## src/rtl/dmem_bus_master.sv

```systemverilog
// -----------------------------------------------------------------------------
// dmem_bus_master
//
// Memory-stage initiator for a Y86-64 core. It decodes one data-memory access
// from icode/valA/valE/valP and runs it as eight byte-wide req/ack transactions,
// lowest address first (little-endian quadword). When the access finishes it
// pulses done_o for one cycle. At the same moment it presents valm_o and
// dmem_error_o, and both hold their values until the next done.
//
// Ports
//   clk_i, rst_n_i      clock (rising edge), async active-low reset
//   start_i             launch an access; only looked at in IDLE
//   icode_i             instruction code (Y86 define.v encodings)
//   vala_i/vale_i/valp_i  operand values used for address and write data
//   bus_req_o           byte transaction request
//   bus_we_o            1 = write, 0 = read
//   bus_addr_o          byte address
//   bus_wdata_o         write byte
//   bus_ack_i           responder accepts / completes the current byte
//   bus_rdata_i         read byte, valid with bus_ack_i
//   valm_o              quadword read result
//   busy_o              access in progress (core stalls)
//   done_o              one-cycle completion pulse
//   dmem_error_o        illegal address or bus timeout for the last access
// -----------------------------------------------------------------------------
module dmem_bus_master #(
  parameter int ADDR_MAX = 1023,
  parameter int TIMEOUT  = 255
) (
  input  logic        clk_i,
  input  logic        rst_n_i,
  input  logic        start_i,
  input  logic [3:0]  icode_i,
  input  logic [63:0] vala_i,
  input  logic [63:0] vale_i,
  input  logic [63:0] valp_i,
  output logic        bus_req_o,
  output logic        bus_we_o,
  output logic [63:0] bus_addr_o,
  output logic [7:0]  bus_wdata_o,
  input  logic        bus_ack_i,
  input  logic [7:0]  bus_rdata_i,
  output logic [63:0] valm_o,
  output logic        busy_o,
  output logic        done_o,
  output logic        dmem_error_o
);

  localparam logic [3:0] I_RMMOVQ = 4'h4;
  localparam logic [3:0] I_MRMOVQ = 4'h5;
  localparam logic [3:0] I_CALL   = 4'h8;
  localparam logic [3:0] I_RET    = 4'h9;
  localparam logic [3:0] I_PUSHQ  = 4'hA;
  localparam logic [3:0] I_POPQ   = 4'hB;

  // Highest legal base address of a quadword. The whole 8-byte span must
  // fit below ADDR_MAX. Comparing the base against this limit avoids the
  // wraparound that addr + 7 would suffer near the top of the 64-bit space.
  localparam logic [63:0] ADDR_LIMIT = 64'(ADDR_MAX) - 64'd7;

  localparam int                WAIT_W    = $clog2(TIMEOUT + 1);
  localparam logic [WAIT_W-1:0] WAIT_LAST = WAIT_W'(TIMEOUT - 1);

  typedef enum logic [1:0] {
    ST_IDLE = 2'd0,
    ST_XFER = 2'd1,
    ST_DONE = 2'd2
  } state_e;

  state_e            state_q,  state_d;
  logic [2:0]        k_q,      k_d;
  logic [WAIT_W-1:0] wait_q,   wait_d;
  logic              we_q,     we_d;
  logic [63:0]       addr_q,   addr_d;
  logic [63:0]       wdata_q,  wdata_d;
  logic [63:0]       rbuf_q,   rbuf_d;
  logic [63:0]       valm_q,   valm_d;
  logic              err_q,    err_d;

  // Access decode, using the same rules as the memory stage.
  logic        dec_access;
  logic        dec_we;
  logic [63:0] dec_addr;
  logic [63:0] dec_data;

  // NOTE: every signal assigned in an always_comb gets a default first, so
  // that no path leaves it unassigned and no latch is inferred.
  always_comb begin
    dec_access = 1'b0;
    dec_we     = 1'b0;
    dec_addr   = vale_i;
    dec_data   = vala_i;
    unique case (icode_i)
      I_RMMOVQ: begin dec_access = 1'b1; dec_we = 1'b1; end
      I_MRMOVQ: begin dec_access = 1'b1; end
      I_CALL:   begin dec_access = 1'b1; dec_we = 1'b1; dec_data = valp_i; end
      I_RET:    begin dec_access = 1'b1; dec_addr = vala_i; end
      I_PUSHQ:  begin dec_access = 1'b1; dec_we = 1'b1; end
      I_POPQ:   begin dec_access = 1'b1; dec_addr = vala_i; end
      default:  ;
    endcase
  end

  // State register. The datapath registers are reset along with the control
  // state, so a reset in the middle of an access clears every output at once.
  // NOTE: sequential state uses non-blocking assignments only. All flops then
  // update together on the edge, whatever order the statements are in.
  always_ff @(posedge clk_i or negedge rst_n_i) begin
    if (!rst_n_i) begin
      state_q <= ST_IDLE;
      k_q     <= '0;
      wait_q  <= '0;
      we_q    <= 1'b0;
      addr_q  <= '0;
      wdata_q <= '0;
      rbuf_q  <= '0;
      valm_q  <= '0;
      err_q   <= 1'b0;
    end else begin
      state_q <= state_d;
      k_q     <= k_d;
      wait_q  <= wait_d;
      we_q    <= we_d;
      addr_q  <= addr_d;
      wdata_q <= wdata_d;
      rbuf_q  <= rbuf_d;
      valm_q  <= valm_d;
      err_q   <= err_d;
    end
  end

  // Next-state and datapath update.
  always_comb begin
    state_d = state_q;
    k_d     = k_q;
    wait_d  = wait_q;
    we_d    = we_q;
    addr_d  = addr_q;
    wdata_d = wdata_q;
    rbuf_d  = rbuf_q;
    valm_d  = valm_q;
    err_d   = err_q;

    unique case (state_q)
      ST_IDLE: begin
        if (start_i) begin
          if (!dec_access) begin
            state_d = ST_DONE;
            valm_d  = '0;
            err_d   = 1'b0;
          end else if (dec_addr > ADDR_LIMIT) begin
            state_d = ST_DONE;
            valm_d  = '0;
            err_d   = 1'b1;
          end else begin
            state_d = ST_XFER;
            k_d     = '0;
            wait_d  = '0;
            we_d    = dec_we;
            addr_d  = dec_addr;
            wdata_d = dec_data;
            rbuf_d  = '0;
          end
        end
      end

      ST_XFER: begin
        if (bus_ack_i) begin
          wait_d = '0;
          if (!we_q) begin
            rbuf_d[{k_q, 3'b000} +: 8] = bus_rdata_i;
          end
          if (k_q == 3'd7) begin
            state_d = ST_DONE;
            err_d   = 1'b0;
            // valm is loaded only here, so it never shows a partial read.
            valm_d  = we_q ? 64'd0 : rbuf_d;
          end else begin
            k_d = k_q + 3'd1;
          end
        end else if (wait_q == WAIT_LAST) begin
          // This edge is wait cycle TIMEOUT for the current byte.
          state_d = ST_DONE;
          valm_d  = '0;
          err_d   = 1'b1;
        end else begin
          wait_d = wait_q + 1'b1;
        end
      end

      ST_DONE: state_d = ST_IDLE;

      default: state_d = ST_IDLE;
    endcase
  end

  // Outputs. The bus fields are forced to zero outside XFER.
  always_comb begin
    bus_req_o    = 1'b0;
    bus_we_o     = 1'b0;
    bus_addr_o   = '0;
    bus_wdata_o  = '0;
    busy_o       = (state_q != ST_IDLE);
    done_o       = (state_q == ST_DONE);
    valm_o       = valm_q;
    dmem_error_o = err_q;
    if (state_q == ST_XFER) begin
      bus_req_o   = 1'b1;
      bus_we_o    = we_q;
      bus_addr_o  = addr_q + 64'(k_q);
      bus_wdata_o = wdata_q[{k_q, 3'b000} +: 8];
    end
  end

endmodule

```

## config.mk

```make
export PLATFORM = sky130hd
export DESIGN_NAME = dmem_bus_master
export DESIGN_NICKNAME = d
export VERILOG_FILES = /design/src/rtl/dmem_bus_master.sv
export SDC_FILE = /design/constraint.sdc
export NUM_CORES = 1
export LEC_CHECK = 0
export BUFFER_PORTS_ARGS = -buffer_cell sky130_fd_sc_hd__buf_2
export CAP_MARGIN = 20
export CELL_PAD_IN_SITES_DETAIL_PLACEMENT = 1
export CELL_PAD_IN_SITES_GLOBAL_PLACEMENT = 2
export CORE_MARGIN = 1
export CORE_UTILIZATION = 36
export CTS_BUF_LIST = sky130_fd_sc_hd__clkbuf_4
export DETAILED_ROUTE_END_ITERATION = 8
export PLACE_DENSITY_LB_ADDON = 0.1
export SLEW_MARGIN = 20
export SYNTH_ARGS = -nofsm -noshare
export SYNTH_HDL_FRONTEND = slang
export SYNTH_SLANG_ARGS = --single-unit
```

## constraint.sdc

```tcl
create_clock -name clk_i -period 6.36 [get_ports clk_i]
set_input_delay 1.59 -clock clk_i [delete_from_list [all_inputs] [get_ports clk_i]]
set_output_delay 1.59 -clock clk_i [all_outputs]
set_load 0.01 [all_outputs]
```

==> flow_summary_export.csv, run 1 <==
group,metric,value,unit
global_route,grt_start_max_net_pins,105,
layout,drive_gt1_frac,0.318,
logic_synthesis,syn_nets,1757,
timing,setup_tns,0,ns
timing,relSlewSlack,0.315,
clock_network,post_cts_buffers,0,
power,power_density,196,nW/µm²
worst_setup_path,crit_fanout,14,
logic_synthesis,synth_edf_count,0,
logic_synthesis,synth_most_common_cell,"dfrtp_1",
global_route,grt_pass1_vias,13500,
logic_synthesis,synthSimpleGateAreaFrac,0.237,
clock_network,cts.clk_slew.worst_paths,0.06,ns
placed_design,dpl_worst_slack,1.38,ns
logic_synthesis,synth.area.mux_share,0.130,
run_status,status,"finished clean",
floorplanning,coreArea,39800,µm²
clock_network,cts_made_buffers,77,
floorplanning,rows,73,
logic_synthesis,yosysWarnings,0,
placed_design,port_buffers,348,
routing,post_drt_wl_per_cell,19.6,µm
logic_synthesis,netlist_instances,1536,
timing,fin_crit,5.15,ns
logic_synthesis,ys.flop_type,"dfrtp_1",
clock_network,cts_root_buffer,"clkbuf_4",
timing,period_share,0.810,
placed_design,dpl-instance-area,16700,µm²
placed_design,place_congestion,0.855,
logic_synthesis,synth_top_area_share,0.465,
clock_network,clk_latency,0.72,ns
timing,skew,0.0284,ns
routing,drt_first_pass_iters,4,
logic_synthesis,ys_top_cells_by_area,"dfrtp_1 (47%), nor2_1 (5.8%), mux2i_1 (5.4%), mux2_2 (5.1%), a21oi_1 (4.7%)",
clock_network,cts_tree,"done",
logic_synthesis,synth_cell_types,60,
floorplanning,dieArea,41300,µm²
floorplanning,ios,349,
logic_synthesis,synth_adder_area_share,0.0117,
layout,n_fill_cell,4754,
timing,worst_slack,1.21,ns
clock_network,cts.htree.levels,3,
logic_synthesis,synthXorXnorAreaFrac,0.0373,
routing,wirelength,47.9,mm
worst_setup_path,required,4.77,ns
layout,areaGrowthSynthToFinish,20.9,%
worst_setup_path,cp-start-kind,"flip-flop",
worst_setup_path,crit_arrival,3.56,ns
routing,viasPerCell,5.20,
placed_design,dp_hpwl,34.5,mm
power,cellLeakagePower,8.62,nW
global_route,grt_pass1_wl,76.1,mm
routing,ant_nets,0,
logic_synthesis,syn_avg_cell_area,9.49,µm²
logic_synthesis,ys_top_cells_by_count,"dfrtp_1 (271), nor2_1 (224), nand2_1 (144), a21oi_1 (136), nand3_1 (102)",
timing,rsz0062_at_grt,"no",
timing,worst_pin_slew,1.03,ns
floorplanning,start_util,0.366,
floorplanning,die_w,203,µm
global_route,grt_overflow,0,
timing,fmax,194,MHz
layout,ff_latch_area,6780,µm²
logic_synthesis,yosysSeqAreaShare,0.465,
logic_synthesis,ys_async_sr_fraction,1.00,
power,fin_total_pwr,3.45,mW
power,vdd_drop_max,0.102,mV
clock_network,clk_path_buf_depth,3,
worst_setup_path,crit_type,"flip-flop to primary output",
layout,finish.utilization,0.442,
logic_synthesis,synthDominantAreaCellType,"dfrtp_1",
global_route,grtUsageTotal,0.235,
routing,drc,0,
run,cap_violations,0,
layout,nets,2094,
clock_network,cts-hold-fix-buffers,0,
logic_synthesis,synth_area,14600,µm²
clock_network,cts_resized,0,
hold_path,hold_path.class,"flip-flop to flip-flop",
routing,first_iter_violations,597,
logic_synthesis,synth_top_family_by_area,"simple AND/OR/NAND/NOR gates",
layout,multiInputGateArea,7320,µm²
timing,slew_viol_final,0,
floorplanning,die_h,203,µm
clock_network,cts.sinks,271,
layout,final_area,17600,µm²
global_route,antenna_found_initial,5,
logic_synthesis,synth-compound-area-share,0.0850,
timing,hold_viol,0,
timing,finalSetupViolCount,0,
routing,vias,12800,
logic_synthesis,synth-seq-cells,271,
worst_setup_path,end_kind,"primary output",
[through the flow]
step | std cells | hold WS (ns)
6_report | 2451 | 0.477
5_1_grt | 2450 | 0.479
4_1_cts | 2448 | 0.480
3_5_place_dp | 2319 | 0.467
3_3_place_gp | 2319 | 0.459
2_1_floorplan | 1536 | 0.419
[layout make-up]
type,count,area share
inverter,13,0.00277
clock buffer,106,0.0452
tap,525,0.0373
clock inverter,23,0.00490
timing repair buffer,367,0.109
antenna,3,0.000426
multi-input combinational,1143,0.416
sequential,271,0.385
[metal layers]
metal	global-route usage	wire, µm	vias up
met5	0	30	-
met4	0.0733	1120	4
met3	0.0511	2100	93
met2	0.380	22600	274
met1	0.314	22100	6300
li1	-	-	6086
[state kept, by name (all words and copies together), names as in the netlist]
signal	flops
addr_q	64
rbuf_q	64
valm_o	64
wdata_q	64
wait_q	8
k_q	3
state_q	2
dmem_error_o	1
we_q	1
[final timing paths]
| kind | endpoint | slack (ns) | cells after the start | start |
|---|---|---|---|---|
| setup / recovery | bus_addr_o[33] | 1.21 | 8 | k_q[2] |
| hold / removal | valm_o[45] | 0.48 | 1 | valm_o[45] |
| setup reg to reg | valm_o[10] | 2.46 | 8 | k_q[2] |
| hold reg to reg | valm_o[45] | 0.48 | 1 | valm_o[45] |
| max in group asynchronous | valm_o[37] | 4.34 | 2 | rst_n_i |
| min in group asynchronous | addr_q[31] | 0.82 | 1 | rst_n_i |
[critical path, stage by stage, from the launching register on]
cell     delay (ns)
dfrtp_1        0.59
ha_1           0.45
a21o_1         0.19
or4b_1         0.67
or2_1          0.37
nor4_2         0.21
xnor2_1        0.16
nor2_1         0.05
buf_2          0.17
[logic make-up (layout without fill, tap and decap cells)]
family	count (synthesis)	after routing
AO/OA/AOI/OAI	207	207
XOR/XNOR	62	62
adder cells (fa/ha/maj)	13	13
buffers and inverters	122	509
flip-flops	271	271
multiplexers	161	161
other	0	3
AND/OR/NAND/NOR	700	700
[layout by cell type (no fill, tap or decap), types with 16 or more instances in the layout]
cell type,Yosys,final
nor3_1,23,22
mux2_2,66,66
mux2i_1,79,79
nand2_1,144,144
nand4_1,19,19
a21oi_1,136,136
nand3_1,102,102
a31o_2,29,29
clkbuf_4,0,106
nor2_1,224,224
clkinv_1,1,23
buf_2,19,347
dfrtp_1,271,271
xnor2_1,24,24
nor4_1,51,51
nor2b_1,54,54
xor2_1,38,38
mux4_2,16,16
buf_4,0,17
a21o_1,16,16
[power by group]
part	internal, mW	total (mW)	switching, mW
combinational	0.0769	0.211	0.135
clock	0.764	1.51	0.746
sequential	1.73	1.73	0.00340
total	2.57	3.45	0.883
Note: power is estimated with default switching activity, not from simulation.
==> run 2, diff against run 1 <==
Settings changed: CORE_UTILIZATION 36 to 34.
Clock period 6.36 ns to 4.8 ns, I/O delays scaled along.
==> run 2 against run 1 <==
  * Setup slack got worse by 0.88 ns
  * Routed wire length increased by 3.4%
  * Combinational power increased by 35%
  * First-iteration DRC count increased by 0.50%
  * Clock-buffer cell count unchanged
  * Total power increased by 35%
  * Die area up 5.8%
  * Critical endpoint is now bus_addr_o[58]
==> flow_summary_export.csv, run 2 (synthesis results as in run 1) <==
group,metric,value,unit
run_status,status,"finished clean",
clock_network,cts.sinks,271,
worst_setup_path,crit_fanout,7,
layout,areaGrowthSynthToFinish,22.0,%
power,cellLeakagePower,8.70,nW
worst_setup_path,slowest_stage,"or4_4",
floorplanning,die_h,209,µm
placed_design,place_congestion,0.823,
floorplanning,ios,349,
timing,rsz0062_at_grt,"no",
timing,fmax,223,MHz
worst_setup_path,cp_cell_sequence,"ha_1 -> fa_1 -> a21o_1 -> nand2_1 -> or4_4 -> or2_4 -> nor4_4 -> xnor2_1 -> nor2_1 -> buf_2",
worst_setup_path,crit_type,"flip-flop to primary output",
floorplanning,dieArea,43700,µm²
placed_design,dpl-instance-area,16800,µm²
timing,fin_crit,4.48,ns
routing,drc,0,
routing,vias,12800,
clock_network,clk_latency,0.74,ns
routing,wirelength,49.5,mm
timing,skew,0.0527,ns
routing,drt_first_pass_iters,5,
clock_network,cts_made_buffers,79,
routing,met3_length,2.02,mm
routing,top_layer,"met4",
layout,layout_common_cells,"buf_2 (347), dfrtp_1 (271), nor2_1 (224), nand2_1 (144), a21oi_1 (136)",
global_route,grtUsageTotal,0.232,
timing,finalSetupViolCount,0,
layout,instances_no_fill,2477,
worst_setup_path,cp-start-kind,"flip-flop",
routing,first_iter_violations,600,
global_route,antenna_found_initial,2,
floorplanning,die_w,209,µm
clock_network,cts_root_buffer,"clkbuf_4",
run,cap_violations,0,
power,fin_total_pwr,4.65,mW
global_route,grt_overflow,0,
power,power_density,261,nW/µm²
placed_design,placedCellCount,2342,
timing,setup_tns,0,ns
placed_design,port_buffers,348,
layout,drive_gt1_frac,0.324,
layout,finish.utilization,0.422,
clock_network,clk_path_buf_depth,3,
worst_setup_path,required,3.60,ns
hold_path,hold_path.class,"flip-flop to flip-flop",
worst_setup_path,slowest_delay,0.61,ns
worst_setup_path,worst_path_dominant_cell_family,"simple AND/OR/NAND/NOR gates",
placed_design,dpl_worst_slack,0.871,ns
floorplanning,coreArea,42100,µm²
global_route,grt_pass1_wl,79.3,mm
global_route,grt_start_max_net_pins,110,
routing,m1WireLength,22.3,mm
timing,hold_viol,0,
floorplanning,rows,75,
global_route,grt_pass1_vias,13900,
worst_setup_path,r2r_slack,1.19,ns
routing,post_drt_wl_per_cell,20.0,µm
routing,route.met2.wl,24.3,mm
worst_setup_path,end_kind,"primary output",
routing,viasPerCell,5.17,
layout,layout_commonest_cell,"buf_2",
floorplanning,start_util,0.346,
timing,worst_pin_slew,0.917,ns
timing,worst_slack,0.323,ns
clock_network,cts.clk_slew.worst_paths,0.06,ns
timing,relSlewSlack,0.384,
power,vdd_drop_max,0.125,mV
worst_setup_path,crit_arrival,3.28,ns
placed_design,dp_hpwl,35.7,mm
worst_setup_path,cp_num_buf_inv,1,
timing,period_share,0.933,
clock_network,cts.htree.levels,3,
layout,final_area,17800,µm²
clock_network,cts_tree,"done",
clock_network,cts-hold-fix-buffers,0,
timing,holdWs,0.478,ns
timing,slew_viol_final,0,
routing,ant_nets,0,
layout,nets,2106,
## run 2: cell types whose count changed in the layout (fill, tap and decap cells not counted), sizes merged
cell and change:
buf +10, bufinv +1, clkinv +1, inv +1
diode -1
## run 2: power breakdown
group | total [mW] | internal (mW) | switching, mW
registers | 2.29 | 2.29 | 0.00330
logic | 0.284 | 0.104 | 0.181
clock network | 2.07 | 1.07 | 1.00
## run 2: worst paths after layout
kind	to	cells after the start	start
worst min register to register	rbuf_q[60]	1	rbuf_q[60]
worst min-delay path	rbuf_q[60]	1	rbuf_q[60]
worst max-delay path	bus_addr_o[58]	10	k_q[0]
max in group asynchronous	addr_q[56]	2	rst_n_i
worst max register to register	rbuf_q[27]	9	k_q[0]
min in group asynchronous	addr_q[28]	1	rst_n_i
## run 2: what timing repair did
action                     in CTS  in global routing
resized for setup               0                  1
buffers inserted                0                  1
setup endpoints to repair       0                  3
## run 2: final cells by class
| cell class | instances | area [µm²] |
|---|---|---|
| Multi-Input combinational cell | 1143 | 7320 |
| Antenna cell | 2 | 5.00 |
| Clock buffer | 106 | 796 |
| Fill cell | 4965 | 24300 |
| Tap cell | 539 | 674 |
| Inverter | 13 | 48.8 |
| Sequential cell | 271 | 6780 |
| Clock inverter | 26 | 128 |
| Timing Repair Buffer | 377 | 2030 |
## run 2: routing by layer
layer / up-vias / track usage
met4: 0 / 0.0730
met3: 63 / 0.0428
met5: - / 0
met1: 6335 / 0.300
li1: 6119 / -
met2: 294 / 0.391
## run 2: worst reg2reg max path, delay by kind of cell (launching register included)
kind	cells	cell delay [ns]
simple gates	3	1.20
fa+ha+maj	2	0.69
buf+inv	2	0.63
flops	1	0.35
compound gates	1	0.35
mux	1	0.29
